===== src/rtl/adsr_poly_if.sv =====
// adsr_poly_if: control and level bundle for the adsr_poly engine.
// The trig vector exists only when ADSR_POLY_RETRIGGER_EN is defined.
interface adsr_poly_if #(
  parameter int CHANNELS = 4,
  parameter int WIDTH = 8
);
  logic                      low_clk;
  logic [CHANNELS-1:0]       gate;
  logic [4*CHANNELS-1:0]     a;
  logic [4*CHANNELS-1:0]     d;
  logic [4*CHANNELS-1:0]     s;
  logic [4*CHANNELS-1:0]     r;
  logic [CHANNELS*WIDTH-1:0] signal_out;
  logic                      busy;
  logic                      overrun;
`ifdef ADSR_POLY_RETRIGGER_EN
  logic [CHANNELS-1:0]       trig;

  modport master (
    output low_clk, gate, a, d, s, r, trig,
    input  signal_out, busy, overrun
  );
  modport slave (
    input  low_clk, gate, a, d, s, r, trig,
    output signal_out, busy, overrun
  );
`else
  modport master (
    output low_clk, gate, a, d, s, r,
    input  signal_out, busy, overrun
  );
  modport slave (
    input  low_clk, gate, a, d, s, r,
    output signal_out, busy, overrun
  );
`endif
endinterface


===== src/rtl/adsr_poly.sv =====
// adsr_poly: one shared ADSR engine swept across CHANNELS voices per tick.
// Define ADSR_POLY_RETRIGGER_EN to add per-channel trig retrigger inputs.
module adsr_poly #(
  parameter int CHANNELS = 4,
  parameter int WIDTH = 8,
  parameter int ACCUMULATOR_BITS = 26
) (
  input  logic       clk,
  input  logic       reset,
  adsr_poly_if.slave bus
);
  localparam int AB = ACCUMULATOR_BITS;
  localparam int PW = (CHANNELS > 1) ? $clog2(CHANNELS) : 1;
  localparam logic [AB:0] INC0 = (AB+1)'(1) << (AB - 4);
  localparam logic [AB-1:0] MAXV = '1;
  localparam logic [WIDTH+3:0] FS = (WIDTH+4)'((1 << WIDTH) - 1);
  localparam logic [PW-1:0] LAST = PW'(CHANNELS - 1);

  typedef enum logic [2:0] {
    OFF, ATTACK, DECAY, SUSTAIN, RELEASE
  } st_t;

  logic [AB-1:0] acc_q [CHANNELS];
  st_t           st_q  [CHANNELS];
  logic [PW-1:0] ptr_q;
  logic          busy_q;
  logic          ovr_q;

  logic [AB-1:0] acc_d;
  st_t           st_d;

  logic [CHANNELS-1:0] svc;
  logic          g;
  logic [3:0]    na, nd, ns, nr;
  logic [AB-1:0] acc;
  st_t           st;

  // operand mux for the channel under service
  always_comb begin
    svc = '0;
    g = 1'b0;
    na = '0;
    nd = '0;
    ns = '0;
    nr = '0;
    acc = '0;
    st = OFF;
    for (int k = 0; k < CHANNELS; k++) begin
      if (ptr_q == PW'(k)) begin
        svc[k] = busy_q;
        g = bus.gate[k];
        na = bus.a[4*k +: 4];
        nd = bus.d[4*k +: 4];
        ns = bus.s[4*k +: 4];
        nr = bus.r[4*k +: 4];
        acc = acc_q[k];
        st = st_q[k];
      end
    end
  end

  logic [WIDTH+3:0] prod;
  logic [WIDTH-1:0] sl;
  logic [AB-1:0]    sa;
  logic [AB:0]      sum, dsub, rsub;

  assign prod = {{WIDTH{1'b0}}, ns} * FS;
  assign sl   = WIDTH'(prod / (WIDTH+4)'(15));
  assign sa   = {sl, {(AB-WIDTH){1'b0}}};
  assign sum  = {1'b0, acc} + (INC0 >> na);
  assign dsub = {1'b0, acc} - (INC0 >> nd);
  assign rsub = {1'b0, acc} - (INC0 >> nr);

  logic [AB-1:0] att_acc, dec_acc, rel_acc;
  st_t           att_st, dec_st, rel_st;

  // one step of each phase, with saturation via the extra MSB
  always_comb begin
    att_acc = sum[AB-1:0];
    att_st  = ATTACK;
    if (sum >= {1'b0, MAXV}) begin
      att_acc = MAXV;
      att_st  = DECAY;
    end
    dec_acc = dsub[AB-1:0];
    dec_st  = DECAY;
    if (dsub[AB] || dsub[AB-1:0] <= sa) begin
      dec_acc = sa;
      dec_st  = SUSTAIN;
    end
    rel_acc = rsub[AB-1:0];
    rel_st  = RELEASE;
    if (rsub[AB] || rsub[AB-1:0] == '0) begin
      rel_acc = '0;
      rel_st  = OFF;
    end
  end

`ifdef ADSR_POLY_RETRIGGER_EN
  logic [CHANNELS-1:0] pend_q;
  logic                pend;

  assign pend = |(pend_q & svc);

  // a trig in the channel's own service cycle survives the clear
  always_ff @(posedge clk) begin
    if (reset) begin
      pend_q <= '0;
    end else begin
      pend_q <= (pend_q & ~svc) | bus.trig;
    end
  end
`endif

  always_comb begin
    acc_d = acc;
    st_d  = st;
    unique case (st)
      OFF: begin
        if (g) begin
          acc_d = att_acc;
          st_d  = att_st;
        end else begin
          acc_d = '0;
        end
      end
      ATTACK: begin
        if (!g) begin
          st_d = RELEASE;
        end else begin
          acc_d = att_acc;
          st_d  = att_st;
        end
      end
      DECAY: begin
        if (!g) begin
          st_d = RELEASE;
        end else begin
          acc_d = dec_acc;
          st_d  = dec_st;
        end
      end
      SUSTAIN: begin
        if (!g) begin
          acc_d = rel_acc;
          st_d  = rel_st;
        end else begin
          acc_d = sa;
        end
      end
      RELEASE: begin
        if (g) begin
          acc_d = att_acc;
          st_d  = att_st;
        end else begin
          acc_d = rel_acc;
          st_d  = rel_st;
        end
      end
      default: begin
        acc_d = '0;
        st_d  = OFF;
      end
    endcase
`ifdef ADSR_POLY_RETRIGGER_EN
    if (pend && g) begin
      acc_d = att_acc;
      st_d  = att_st;
    end
`endif
  end

  always_ff @(posedge clk) begin
    if (reset) begin
      busy_q <= 1'b0;
      ovr_q  <= 1'b0;
      ptr_q  <= '0;
      for (int k = 0; k < CHANNELS; k++) begin
        acc_q[k] <= '0;
        st_q[k]  <= OFF;
      end
    end else begin
      if (bus.low_clk) begin
        if (busy_q) begin
          ovr_q <= 1'b1;
        end else begin
          busy_q <= 1'b1;
          ptr_q  <= '0;
        end
      end
      if (busy_q) begin
        for (int k = 0; k < CHANNELS; k++) begin
          if (svc[k]) begin
            acc_q[k] <= acc_d;
            st_q[k]  <= st_d;
          end
        end
        if (ptr_q == LAST) begin
          busy_q <= 1'b0;
          ptr_q  <= '0;
        end else begin
          ptr_q <= ptr_q + PW'(1);
        end
      end
    end
  end

  for (genvar k = 0; k < CHANNELS; k++) begin : g_out
    assign bus.signal_out[WIDTH*k +: WIDTH] =
      acc_q[k][AB-1 -: WIDTH];
  end

  assign bus.busy    = busy_q;
  assign bus.overrun = ovr_q;
endmodule


===== src/flat_wrapper.sv =====
// flat-port wrapper written by rule: the top's interface ports become plain ports
module adsr_poly_flat 
#(
  parameter int CHANNELS = 4,
  parameter int WIDTH = 8,
  parameter int ACCUMULATOR_BITS = 26
)
  (clk, reset, bus_low_clk, bus_gate, bus_a, bus_d, bus_s, bus_r, bus_signal_out, bus_busy, bus_overrun);
  adsr_poly_if #(.CHANNELS(CHANNELS), .WIDTH(WIDTH)) bus_i ();
  input  logic clk;
  input  logic reset;
  input wire logic [$bits(bus_i.low_clk)-1:0] bus_low_clk;
  input wire logic [$bits(bus_i.gate)-1:0] bus_gate;
  input wire logic [$bits(bus_i.a)-1:0] bus_a;
  input wire logic [$bits(bus_i.d)-1:0] bus_d;
  input wire logic [$bits(bus_i.s)-1:0] bus_s;
  input wire logic [$bits(bus_i.r)-1:0] bus_r;
  output wire logic [$bits(bus_i.signal_out)-1:0] bus_signal_out;
  output wire logic [$bits(bus_i.busy)-1:0] bus_busy;
  output wire logic [$bits(bus_i.overrun)-1:0] bus_overrun;
  assign bus_i.low_clk = bus_low_clk;
  assign bus_i.gate = bus_gate;
  assign bus_i.a = bus_a;
  assign bus_i.d = bus_d;
  assign bus_i.s = bus_s;
  assign bus_i.r = bus_r;
  assign bus_signal_out = bus_i.signal_out;
  assign bus_busy = bus_i.busy;
  assign bus_overrun = bus_i.overrun;
  adsr_poly #(.CHANNELS(CHANNELS), .WIDTH(WIDTH), .ACCUMULATOR_BITS(ACCUMULATOR_BITS)) u_core (.clk(clk), .reset(reset), .bus(bus_i));
endmodule

===== config.mk =====
export PLATFORM = sky130hd
export DESIGN_NAME = adsr_poly_flat
export DESIGN_NICKNAME = d
export VERILOG_FILES = /design/src/rtl/adsr_poly_if.sv /design/src/rtl/adsr_poly.sv /design/src/flat_wrapper.sv
export SDC_FILE = /design/constraint.sdc
export NUM_CORES = 1
export LEC_CHECK = 0
export BUFFER_PORTS_ARGS = -buffer_cell sky130_fd_sc_hd__buf_2
export CORE_ASPECT_RATIO = 1.2
export CORE_UTILIZATION = 39
export CTS_BUF_LIST = sky130_fd_sc_hd__clkbuf_8
export DETAILED_ROUTE_END_ITERATION = 10
export PLACE_DENSITY = 0.61
export SETUP_SLACK_MARGIN = 0.1
export SLEW_MARGIN = 5
export SYNTH_ARGS = -nofsm -noshare
export SYNTH_HDL_FRONTEND = slang
export SYNTH_SLANG_ARGS = --single-unit

===== constraint.sdc =====
create_clock -name clk -period 9.7 [get_ports clk]
set_input_delay 2.425 -clock clk [delete_from_list [all_inputs] [get_ports clk]]
set_output_delay 2.425 -clock clk [all_outputs]
set_load 0.05 [all_outputs]

**After elaboration in Yosys (flattened, before gate mapping)**

Memories as Yosys holds them, arrays and structs flattened.
Index checks and enable logic that the tools add are counted.

- Memories: 2
- RAM bits: 116
- Output and inout port bits: 34
- Register bits after elaboration: 4

Memories:

| name | words | width | rd ports | clocked after memory_dff | wr ports | RTL line | source |
|---|---|---|---|---|---|---|---|
| u_core.acc_q | 4 | 26 | 4 | 0 | 4 | adsr_poly.sv:23 | `logic [AB-1:0] acc_q [CHANNELS];` |
| u_core.st_q | 4 | 3 | 4 | 0 | 4 | adsr_poly.sv:24 | `st_t st_q [CHANNELS];` |

- Shift operators: 3
- Div/mod/pow operators: 1
- Add/subtract/negate cells: 4
- Bitwise operators: 8
- Reduce and logical (&&, ||, !) cells: 7
- $lt $le $gt $ge: 2
- Equality and inequality tests: 7
- $mul: 1
- Muxes and demuxes: 82

Operators by type and width:

| kind | count |
|---|---|
| two-way mux 26 bit | 16 |
| one-hot mux 26 bit (5 select lines) | 1 |
| >> shifter 23 x 4 -> 27 bit (first input constant) | 3 |
| two-way mux 4 bit | 16 |
| subtractor 26 x 27 -> 27 bit | 2 |
| two-way mux 3 bit | 14 |
| two-way mux 1 bit | 30 |
| adder 26 x 27 -> 27 bit | 1 |
| greater-or-equal comparator 27 x 26 -> 1 bit (second input constant) | 1 |
| less-or-equal comparator 26 bit | 1 |
| zero test 26 bit | 1 |
| one-hot mux 3 bit (5 select lines) | 1 |
| divider 12 x 4 -> 12 bit (second input constant) | 1 |
| multiplier 4 x 8 -> 12 bit (second input constant) | 1 |
| two-way mux 2 bit | 4 |
| OR 1 bit | 8 |
| equality test 3 x 2 -> 1 bit (second input constant) | 2 |
| equality test 2 bit (second input constant) | 2 |
| equality test 3 x 1 -> 1 bit (second input constant) | 1 |
| equality test 3 bit (second input constant) | 1 |
| zero test 3 bit | 1 |
| adder 2 x 1 -> 2 bit (second input constant) | 1 |
| equality test 2 x 1 -> 1 bit (second input constant) | 1 |
| zero test 2 bit | 1 |
| 3 further kinds | 4 |

**Depth between registers and ports, before layout**

Gate-level depths: netlist of run 1.

- Depth after elaboration: 13
- Depth in mapped cells: 34

**Worst setup path after synthesis of run 1**

OpenSTA, ideal clock, no wires.

- Path kind: input-to-reg
- Start: input bus_d[5]
- End: memory u_core.acc_q[0][9] in the netlist's numbering, data pin
- Arrival time: 7299 ps
- Setup time: 141 ps
- Slack: 2259 ps
- Stages on the path: 25
- Cells stage by stage: a22oi_1 -> nor2_1 -> a21oi_1 -> nor2_1 -> a21o_1 -> nor2_1 -> nand2_1 -> ha_1 -> or3_1 -> o22ai_2 -> a311oi_1 -> a211o_1 -> a31oi_1 -> xor2_1 -> inv_1 -> ha_1 -> nor2b_1 -> o211a_1 -> a2111oi_0 -> o31a_1 -> or3_1 -> or4_1 -> and3_1 -> a221o_1 -> nor2_1

RTL lines:

| element | RTL line | source |
|---|---|---|
| from (decl) | flat_wrapper.sv:15 | `input wire logic [$bits(bus_i.d)-1:0] bus_d;` |
| to (decl) | adsr_poly.sv:23 |  |

==> results of run 1 <==
-- state kept, by name, summed over array words and instances (netlist names) --
register            count
u_core.st_q            12
u_core.ptr_q            2
u_core.bus.overrun      1
u_core.acc_q          104
u_core.bus.busy         1
-- worst max-delay path by stage --
| stage | from | endpoint | slack (ns) | cells after the start |
|---|---|---|---|---|
| final | bus_d[5] | u_core.acc_q[0][24] | 1.45 | 25 |
| after global routing | bus_d[5] | u_core.acc_q[0][24] | 0.97 | 26 |
| after CTS | bus_d[5] | u_core.acc_q[0][24] | 1.45 | 26 |
| after detailed placement | bus_d[5] | u_core.acc_q[0][24] | 0.99 | 26 |
| after global placement | bus_d[5] | u_core.acc_q[2][24] | 1.13 | 26 |
| after floorplan | bus_d[5] | u_core.acc_q[0][9] | 2.26 | 25 |
-- layout by cell type (no fill, tap or decap), types with 24 or more instances in the layout --
master    synthesis  final
a21oi_1         158    157
xnor2_1          24     24
o21ai_0          81     79
nor2_1          196    196
inv_1            33     34
nand2_1         164    164
a21o_1           30     28
o211ai_1         24     24
edfxtp_1        116    116
ha_1             61     57
nor3_1           39     39
buf_2             5    104
buf_4            33     27
-- per-stage QoR --
stage | worst slack [ns] | hold WS, ns | area [um^2] | instances | utilization
after floorplan | 2.26 | 0.561 | 11100 | 1383 | -
final | 1.45 | 0.475 | 12200 | 1822 | 0.436
after global placement | 1.13 | 0.447 | 11800 | 1790 | 0.422
after global routing | 0.966 | 0.505 | 12200 | 1822 | 0.436
after CTS | 1.45 | 0.480 | 12200 | 1822 | 0.436
after detailed placement | 0.995 | 0.461 | 11800 | 1790 | 0.422
-- cell type report --
class                           instances  area share
Timing Repair Buffer                  131      0.0593
Clock buffer                           17      0.0192
Tap cell                              379      0.0389
Clock inverter                         15      0.0123
Sequential cell                       120       0.292
Multi-Input combinational cell       1126       0.568
Inverter                               34      0.0105
-- cells by family after synthesis --
group / after synthesis / share of synthesized area
and+or+nand+nor: 543 / 0.227
adders and majority gates: 62 / 0.0705
AOI/OAI and AO/OA: 476 / 0.285
xor gates and xnor gates: 35 / 0.0276
buffers and inverters: 137 / 0.0587
muxes: 10 / 0.00968
DFF: 120 / 0.321
-- metal layers --
layer / share of wire / GRT usage / up-vias
met1: 0.43 / 0.341 / 5291
met3: 0.059 / 0.0276 / 77
met5: 0 / 0 / -
li1: - / - / 5233
met2: 0.47 / 0.441 / 463
met4: 0.043 / 0.123 / 0
-- worst register-to-register path, delay by kind of cell, from the launching register on --
| kind | cells | cell delay (ns) |
|---|---|---|
| muxes | 1 | 0.31 |
| xor gates and xnor gates | 1 | 0.17 |
| AOI/OAI and AO/OA | 13 | 3.34 |
| DFF | 1 | 0.38 |
| buffers and inverters | 2 | 0.35 |
| adders and majority gates | 3 | 1.29 |
| and+or+nand+nor | 8 | 1.49 |
-- where the power goes --
| group | switching, mW | total [mW] | internal, mW | leakage, nW |
|---|---|---|---|---|
| registers | 0.0115 | 0.609 | 0.598 | 1.24 |
| clock network | 0.218 | 0.446 | 0.228 | 0.194 |
| logic | 0.763 | 1.15 | 0.389 | 3.33 |
| total | 0.993 | 2.21 | 1.21 | 4.77 |
==> key figures, run 1 <==
Detailed routing
  • DR iter-0 viols: 1077
  • Routed vias/inst: a little over 6
  • Final WL: slightly below 40000 um
  • DRT Pass-1 Iters: 5
  • Residual DRC count: 0
  • Wire per inst: about 21 um
  • DR vias: 11100
  • DRT antenna net count: 0

Setup path
  • CP max stage cell: o31a_1
  • Reg-to-reg startpoint: u_core.ptr_q[0]
  • Worst Setup Start Kind: input port
  • CP endpoint kind: register
  • CP required: about 9.9 ns
  • Crit path arrival time: about 8.4 ns
  • Crit path largest cell delay: 0.48 ns
  • R2R depth: 28
  • Buf/Inv on CP: 1
  • R2R Setup Slk: between 2 and 2.5 ns
  • R2r endpoint: u_core.acc_q[0][24]
  • Crit Path Class: in2reg
  • CP top delay family: compound AO/OA/AOI/OAI gates
  • Most Frequent Cell on Critical Path: nor2_1
  • CP max FO: 11

Place
  • DP HPWL: approximately 30000 um
  • Number of port buffers: 104
  • Placer Congestion: between 0.9 and 1

Clock network
  • Root Driver: clkbuf_8
  • Post CTS Setup Buffer Count: 0
  • Post-CTS Resized: 0
  • Num CTS Buffers: 17
  • Hold Buf Count CTS: 0
  • Clock H-tree levels: 4
  • Reg clk slew, reported paths: about 0.080 ns
  • CTS tree: done
  • Clk_lat worst skew: ~0.46 ns
  • CTS max path bufs: 2
  • Num Clock Sinks: between 100 and 150

Synthesis
  • EDFF count, synth: roughly 120
  • Count leader, synth: nor2_1
  • Synth unique cells: 94
  • Syn avg cell area: around 8.0 um^2
  • Synth Warn #: 0
  • Asr flop ratio synth: 0
  • Syn Inst Count: 1383
  • Top post-synthesis cells by area: edfxtp_1 (31%), a21oi_1 (7.1%), ha_1 (6.9%)
  • Top cell type's share of synthesized area: 0.313
  • Cell Area, Synth: approximately 11000 um^2
  • Primary FF master, synth: edfxtp_1
  • Largest area contributor in the netlist: edfxtp_1
  • Sequential share of the synthesized area: 0.321
  • Yosys reg bits: 120
  • Syn_nets: around 1500
  • List of most frequent post-synthesis cells: nor2_1 (196), nand2_1 (164), a21oi_1 (158), edfxtp_1 (116), o21ai_0 (81)

Min path
  • Hold_sp: u_core.bus.overrun
  • WHS Path Cells: 2
  • Hold Path Class: reg2reg
  • Hold endpoint: u_core.bus.overrun

Finish
  • FF/Latch Area: approximately 3600 um^2
  • N_diodes: 0
  • Share of cells above drive strength 1: 0.143
  • Synthesis-to-finish area growth: 9.75%
  • Multi-input combinational cell area: 6920 um^2
  • Nets: between 1500 and 2000
  • Fill cell count: 2882

Power
  • Power density over the cells: 181 nW/um^2
  • Static leakage: 4.77 nW
  • VDD IR-drop max: between 60 and 70 uV
  • Tot Pwr: 2.21 mW

Timing
  • Worst clock skew: between 0.015 and 0.02 ns
  • Fin. max-slew vios: 0
  • Worst Tran Pin Value: 1.04 ns
  • Min Clock Period, post-route: 8.25 ns
  • Max Freq: ~0.12 GHz
  • Hold Fails Final Rpt: 0
  • Fin crit share: 0.850
  • Slew headroom: 0.299
  • Final setup TNS: 0 ns
  • RSZ-0062 raised after global routing: no
  • Final setup viols: 0

Die
  • Core area: between 20000 and 30000 um^2
  • Die X: roughly 160 um
  • Core Rows: 67
  • Total I/O pin count: around 110
  • Starting Density: 0.397
  • Area of the die: between 20000 and 30000 um^2
  • Die H: around 190 um

Global routing
  • Vias in the first global route: just over 10000
  • First-pass GRT wire length: between 50000 and 60000 um
  • Largest net degree at the start of global routing: 59
  • Gr usage total: 0.264
  • Initial antenna violation count: 0
  • Total grt overflow: 0

Run
  • Max-cap violation count: 0

Run status
  • Status: finished clean
Power figures use the tool's default switching activity.
==> run 2, diff against run 1 <==
Settings changed: BUFFER_PORTS_ARGS -buffer_cell sky130_fd_sc_hd__buf_2 to default, DONT_BUFFER_PORTS from default to 1, PLACE_DENSITY 0.61 to 0.58.
==> run 2 against run 1 <==
Via count shrank 3.7%. Clock power grew 13%. Worst setup slack gained 0.10 ns. Fmax grew 1.2%. Final cell count shrank 5.5%. Register-to-register slack gained 0.04 ns. Power grew 1.9%. Flip-flop and latch count is the same. Largest power group unchanged.
==> key figures, run 2 (same netlist as run 1, synthesis figures left out) <==
Global routing
  • Gr usage total: 0.264 (about the same)
  • Vias in the first global route: 9866 (was 10400)
  • First-pass GRT wire length: 58500 um (was 59100 um)
  • Largest net degree at the start of global routing: 65 (was 59)
  • Initial antenna violation count: 0 (unchanged)
  • Total grt overflow: 0 (unchanged)

Clock network
  • Post CTS Setup Buffer Count: 0 (unchanged)
  • Num CTS Buffers: 17 (unchanged)
  • CTS tree: done (unchanged)
  • Root Driver: clkbuf_8 (unchanged)
  • CTS max path bufs: 2 (unchanged)
  • Post-CTS Resized: 0 (unchanged)
  • Hold Buf Count CTS: 0 (unchanged)
  • Num Clock Sinks: 120 (unchanged)
  • Clock H-tree levels: 4 (unchanged)
  • Clk_lat worst skew: 0.45 ns (was 0.46 ns)
  • Reg clk slew, reported paths: 0.08 ns (about the same)

Place
  • Placed cells: 1689 (was 1790)
  • DP Area: 11300 um^2 (was 11800 um^2)
  • Place WS: 1.10 ns (was 0.995 ns)
  • DP HPWL: 29500 um (about the same)
  • Number of port buffers: 0 (was 104)
  • Placer Congestion: 0.967 (was 0.968)

Timing
  • Slew headroom: 0.320 (was 0.299)
  • Worst Tran Pin Value: 1.02 ns (was 1.04 ns)
  • Hold Fails Final Rpt: 0 (unchanged)
  • Final setup viols: 0 (unchanged)
  • Fin crit share: 0.840 (was 0.850)
  • Final setup TNS: 0 ns (unchanged)
  • Worst clock skew: 0.0199 ns (was 0.0191 ns)
  • Max Freq: 0.123 GHz (was 0.121 GHz)
  • RSZ-0062 raised after global routing: no (unchanged)
  • Fin. max-slew vios: 0 (unchanged)
  • Min Clock Period, post-route: 8.15 ns (was 8.25 ns)
  • Hold_ws: 0.656 ns (was 0.475 ns)
  • Final worst slack: 1.55 ns (was 1.45 ns)

Detailed routing
  • Uppermost layer routed: met4 (unchanged)
  • DR vias: 10700 (was 11100)
  • DRT antenna net count: 0 (unchanged)
  • Met3 wire len: 2280 um (about the same)
  • Residual DRC count: 0 (unchanged)
  • DR WL met2: 18500 um (was 18200 um)
  • Wire per inst: 22.5 um (was 21.2 um)
  • DR iter-0 viols: 1131 (was 1077)
  • M1 wire length: 16700 um (was 16600 um)
  • Final WL: 38700 um (about the same)
  • DRT Pass-1 Iters: 6 (was 5)
  • Routed vias/inst: 6.19 (was 6.07)

Finish
  • Largest registers: u_core.acc_q: 104 flops, u_core.st_q: 12 flops, u_core.ptr_q: 2 flops (unchanged)
  • Finished Layout Cells: 1721 (was 1822)
  • Share of cells above drive strength 1: 0.0768 (was 0.143)
  • N_diodes: 0 (unchanged)
  • Final core occ: 0.420 (was 0.436)
  • Commonest non-fill, non-tap cell in the layout: nor2_1 (unchanged)
  • Fill cell count: 2934 (was 2882)
  • Post-route cell area: 11800 um^2 (was 12200 um^2)
  • FF/Latch Area: 3560 um^2 (unchanged)
  • Most frequent cells in the layout: nor2_1 (196), nand2_1 (164), a21oi_1 (157) (unchanged)
  • Multi-input combinational cell area: 6930 um^2 (was 6920 um^2)
  • Synthesis-to-finish area growth: 5.76% (was 9.75%)
  • Largest register FFs: 104 (unchanged)
  • Largest Register: u_core.acc_q (unchanged)
  • Nets: 1462 (was 1563)

Setup path
  • Worst Setup Start Kind: input port (unchanged)
  • CP endpoint kind: register (unchanged)
  • Reg-to-reg startpoint: u_core.ptr_q[0] (unchanged)
  • Worst Setup SP: bus_d[5] (unchanged)
  • R2R depth: 29 (was 28)
  • Crit Path Class: in2reg (unchanged)
  • Crit path arrival time: 8.33 ns (was 8.42 ns)
  • CP max FO: 6 (was 11)
  • CP required: 9.88 ns (was 9.87 ns)

Die
  • Die X: 156 um (unchanged)
  • Area of the die: 29200 um^2 (unchanged)
  • Core area: 28000 um^2 (unchanged)
  • Core Rows: 67 (unchanged)
  • Total I/O pin count: 105 (unchanged)
  • Starting Density: 0.397 (unchanged)
  • Die H: 187 um (unchanged)

Run
  • Max-cap violation count: 0 (unchanged)

Min path
  • Hold Path Class: reg2reg (unchanged)
  • Hold_sp: u_core.ptr_q[0] (was u_core.bus.overrun)
  • WHS Path Cells: 2 (unchanged)

Run status
  • Status: finished clean (unchanged)

Power
  • Power density over the cells: 191 nW/um^2 (was 181 nW/um^2)
  • Static leakage: 4.38 nW (was 4.77 nW)
  • Tot Pwr: 2.25 mW (was 2.21 mW)
  • VDD IR-drop max: 76.2 uV (was 69.4 uV)
==> run 2: final timing paths <==
check	slack, ns	end
max	1.55	u_core.acc_q[0][18]
min	0.66	u_core.ptr_q[0]
max reg2reg	2.11	u_core.acc_q[0][18]
min reg2reg	0.66	u_core.ptr_q[0]
==> run 2: final cells by class <==
cell class / instances / area share
clock inverters: 15 / 0.0168
clock buffers: 17 / 0.0199
flip-flops and latches: 120 / 0.303
repair buffers: 30 / 0.0192
inverters: 34 / 0.0109
multi-input cells: 1126 / 0.590
well taps: 379 / 0.0403
==> run 2: power breakdown <==
part           switching [mW]  internal, mW
logic                   0.732         0.375
clock network           0.221         0.281
registers              0.0424         0.598
==> run 2: worst max-delay path, cell delays in order <==
cell and delay [ns]:
a22oi_1 0.17, nor2_1 0.06, a21oi_1 0.13, nor2_1 0.07, a21o_1 0.20, nor2_1 0.22
nand2_1 0.12, ha_1 0.24, or3_1 0.36, o22ai_2 0.27, a311oi_1 0.17, a211o_1 0.38
a31oi_1 0.23, xor2_1 0.36, inv_1 0.08, ha_1 0.30, nand4_1 0.08, nor4_1 0.28
o21ai_0 0.13, a2111oi_0 0.43, nand4b_1 0.22, o31ai_2 0.57, nor2_1 0.12, o41ai_2 0.60
nor2_1 0.10
==> run 2: layer usage <==
metal | vias up | global-route usage
li1 | 5033 | -
met2 | 396 | 0.445
met3 | 64 | 0.0352
met4 | 0 | 0.0988
met5 | - | 0
met1 | 5160 | 0.342
==> run 3, diff against run 2 <==
Settings changed: PLACE_DENSITY 0.58 to 0.6.
Clock period 9.7 ns to 6.81 ns, I/O delays scaled along.
==> run 3 against run 2 <==
First-iteration DRC count shrank 11%. Worst hold slack improved by 0.013 ns. Utilization increased by 5.3 points. Largest power group unchanged. Worst setup slack got worse by 1.3 ns. Final cell count rose by 7.3%. Via count grew 4.0%. Critical path type unchanged.
==> key figures, run 3 (same netlist as run 1, synthesis figures left out) <==
Place
  • Placer Congestion: 1.03 (was 0.967)
  • Number of port buffers: 0 (unchanged)
  • DP HPWL: 31400 um (was 29500 um)
  • Place WS: -0.620 ns (was 1.10 ns)

Timing
  • Worst clock skew: 0.0205 ns (was 0.0199 ns)
  • RSZ-0062 raised after global routing: yes (was no)
  • Fin. max-slew vios: 0 (unchanged)
  • Hold Fails Final Rpt: 0 (unchanged)
  • Final setup viols: 0 (unchanged)
  • Final worst slack: 0.235 ns (was 1.55 ns)
  • Fin crit share: 0.965
  • Hold_ws: 0.668 ns (was 0.656 ns)
  • Worst Tran Pin Value: 1.13 ns (was 1.02 ns)
  • Max Freq: around 0.15 GHz
  • Slew headroom: 0.238 (was 0.320)
  • Min Clock Period, post-route: 6.57 ns

Finish
  • Final core occ: 0.472 (was 0.420)
  • Commonest non-fill, non-tap cell in the layout: nor2_1 (unchanged)
  • Largest registers: u_core.acc_q: 104 flops, u_core.st_q: 12 flops, u_core.ptr_q: 2 flops (unchanged)
  • Synthesis-to-finish area growth: 19.0% (was 5.76%)
  • Largest register FFs: 104 (unchanged)
  • Share of cells above drive strength 1: 0.209 (was 0.0768)
  • Most frequent cells in the layout: nor2_1 (185), nand2_1 (155), buf_4 (149) (was nor2_1 (196), nand2_1 (164), a21oi_1 (157))
  • Largest Register: u_core.acc_q (unchanged)
  • Nets: 1588 (was 1462)
  • N_diodes: 0 (unchanged)
  • Fill cell count: 2777 (was 2934)

Detailed routing
  • Routed vias/inst: 6.00 (was 6.19)
  • Residual DRC count: 0 (unchanged)
  • Wire per inst: 21.7 um (was 22.5 um)
  • DRT antenna net count: 0 (unchanged)
  • Final WL: 40100 um (was 38700 um)
  • DRT Pass-1 Iters: 7 (was 6)
  • DR iter-0 viols: 1011 (was 1131)
  • DR vias: 11100 (was 10700)

Clock network
  • Clock H-tree levels: 4 (unchanged)
  • Num Clock Sinks: 120 (unchanged)
  • Num CTS Buffers: 17 (unchanged)
  • CTS tree: done (unchanged)
  • Clk_lat worst skew: 0.48 ns (was 0.45 ns)
  • Root Driver: clkbuf_8 (unchanged)
  • CTS max path bufs: 2 (unchanged)
  • Reg clk slew, reported paths: 0.08 ns (about the same)

Power
  • Clock share of power: 0.164 (was 0.223)
  • Net switching power: 1.60 mW (was 995 uW)
  • Sequential share of power: 0.253 (was 0.285)
  • Static leakage: 5.04 nW (was 4.38 nW)
  • Combinational share of power: 0.583 (was 0.492)
  • Int Power: 1.97 mW (was 1.25 mW)
  • Switching Fraction: 0.448 (was 0.442)
  • Tot Pwr: 3.57 mW (was 2.25 mW)
  • Power density over the cells: 270 nW/um^2 (was 191 nW/um^2)
  • VDD IR-drop max: 92.1 uV (was 76.2 uV)

Run status
  • Status: finished clean (unchanged)

Global routing
  • Vias in the first global route: 10400 (was 9866)
  • Gr usage total: 0.271 (was 0.264)
  • First-pass GRT wire length: 59900 um (was 58500 um)
  • Largest net degree at the start of global routing: 51 (was 65)
  • Total grt overflow: 0 (unchanged)
  • Initial antenna violation count: 0 (unchanged)

Die
  • Total I/O pin count: 105 (unchanged)
  • Die X: 156 um (unchanged)
  • Die H: 187 um (unchanged)
  • Core Rows: 67 (unchanged)
  • Area of the die: 29200 um^2 (unchanged)
  • Core area: 28000 um^2 (unchanged)
  • Starting Density: 0.397 (unchanged)

Min path
  • Hold Path Class: reg2reg (unchanged)

Setup path
  • Worst Setup Start Kind: input port (unchanged)
  • CP max FO: 5 (was 6)
  • Crit Path Class: in2reg (unchanged)
  • Crit path arrival time: 6.89 ns (was 8.33 ns)
  • CP required: 7.12 ns (was 9.88 ns)
  • CP endpoint kind: register (unchanged)

Run
  • Max-cap violation count: 0 (unchanged)
[run 3: cell types whose count changed in the layout (fill, tap and decap cells not counted), sizes merged]
cell and delta:
inv -1, clkinvlp +4, buf +126, clkinv +1
bufinv -4
[run 3: area by class of cell]
type / count / area (um^2) / share of cell area
Inverter: 34 / 128 / 0.00965
Tap cell: 379 / 474 / 0.0358
Clock buffer: 17 / 234 / 0.0177
Multi-Input combinational cell: 1126 / 7490 / 0.566
Timing Repair Buffer: 156 / 1220 / 0.0925
Sequential cell: 120 / 3560 / 0.269
Clock inverter: 15 / 116 / 0.00880
[run 3: repair_timing]
| item | 4_1_cts | 5_1_grt |
|---|---|---|
| pin swaps | 2 | 54 |
| gates resized for setup | 8 | 107 |
| cloned | 0 | 0 |
| buffers inserted | 0 | 8 |
| hold buffers | 0 | 0 |
| endpoints found under the setup margin | 64 | 93 |
[run 3: worst paths after layout]
| check | from | endpoint | slack, ns | depth (start not counted) |
|---|---|---|---|---|
| hold reg to reg | u_core.ptr_q[0] | u_core.ptr_q[0] | 0.67 | 3 |
| setup reg to reg | u_core.ptr_q[1] | u_core.acc_q[1][20] | 0.36 | 32 |
| hold / removal | u_core.ptr_q[0] | u_core.ptr_q[0] | 0.67 | 3 |
| setup / recovery | bus_d[7] | u_core.acc_q[1][20] | 0.24 | 28 |
[run 3: routing by layer]
metal  vias up  track usage  share of wire
met5         -            0              0
met4         0        0.119          0.038
met3        83       0.0373          0.055
met2       466        0.463           0.49
met1      5262        0.339           0.42
li1       5265            -              -
[run 3: power groups by stage]
stage | logic [mW] | clock network (mW) | registers [mW]
floorplan | 1.17 | 0 | 0.881
global placement | 1.83 | 0 | 0.919
detailed placement | 1.83 | 0 | 0.920
CTS | 1.85 | 0.591 | 0.904
global route | 2.22 | 0.616 | 0.908
finish | 2.08 | 0.583 | 0.904
[run 3: metrics by stage]
stage	TNS, ns	instance area [um^2]	instances
2_1_floorplan	0	11100	1383
3_3_place_gp	-23.14	12200	1807
3_5_place_dp	-35.33	12200	1807
4_1_cts	0	12600	1839
5_1_grt	-0.151	13200	1847
6_report	0	13200	1847
[run 3: critical path, cell delays in order]
cell	delay, ns
a22oi_2	0.15
nor2_1	0.06
a21oi_1	0.17
nor2_2	0.07
a21o_1	0.24
nor2_4	0.18
nand2_2	0.08
ha_4	0.22
a21o_1	0.20
a211o_1	0.27
nor3_4	0.24
o311ai_4	0.13
o211ai_1	0.13
xor2_1	0.20
buf_4	0.16
inv_1	0.07
ha_4	0.26
nand4_1	0.13
nor4_4	0.30
o21ai_1	0.11
a2111oi_2	0.36
nand4b_1	0.16
o31a_1	0.44
buf_6	0.19
a211oi_1	0.23
o21ai_1	0.14
buf_4	0.17
nor2_1	0.11
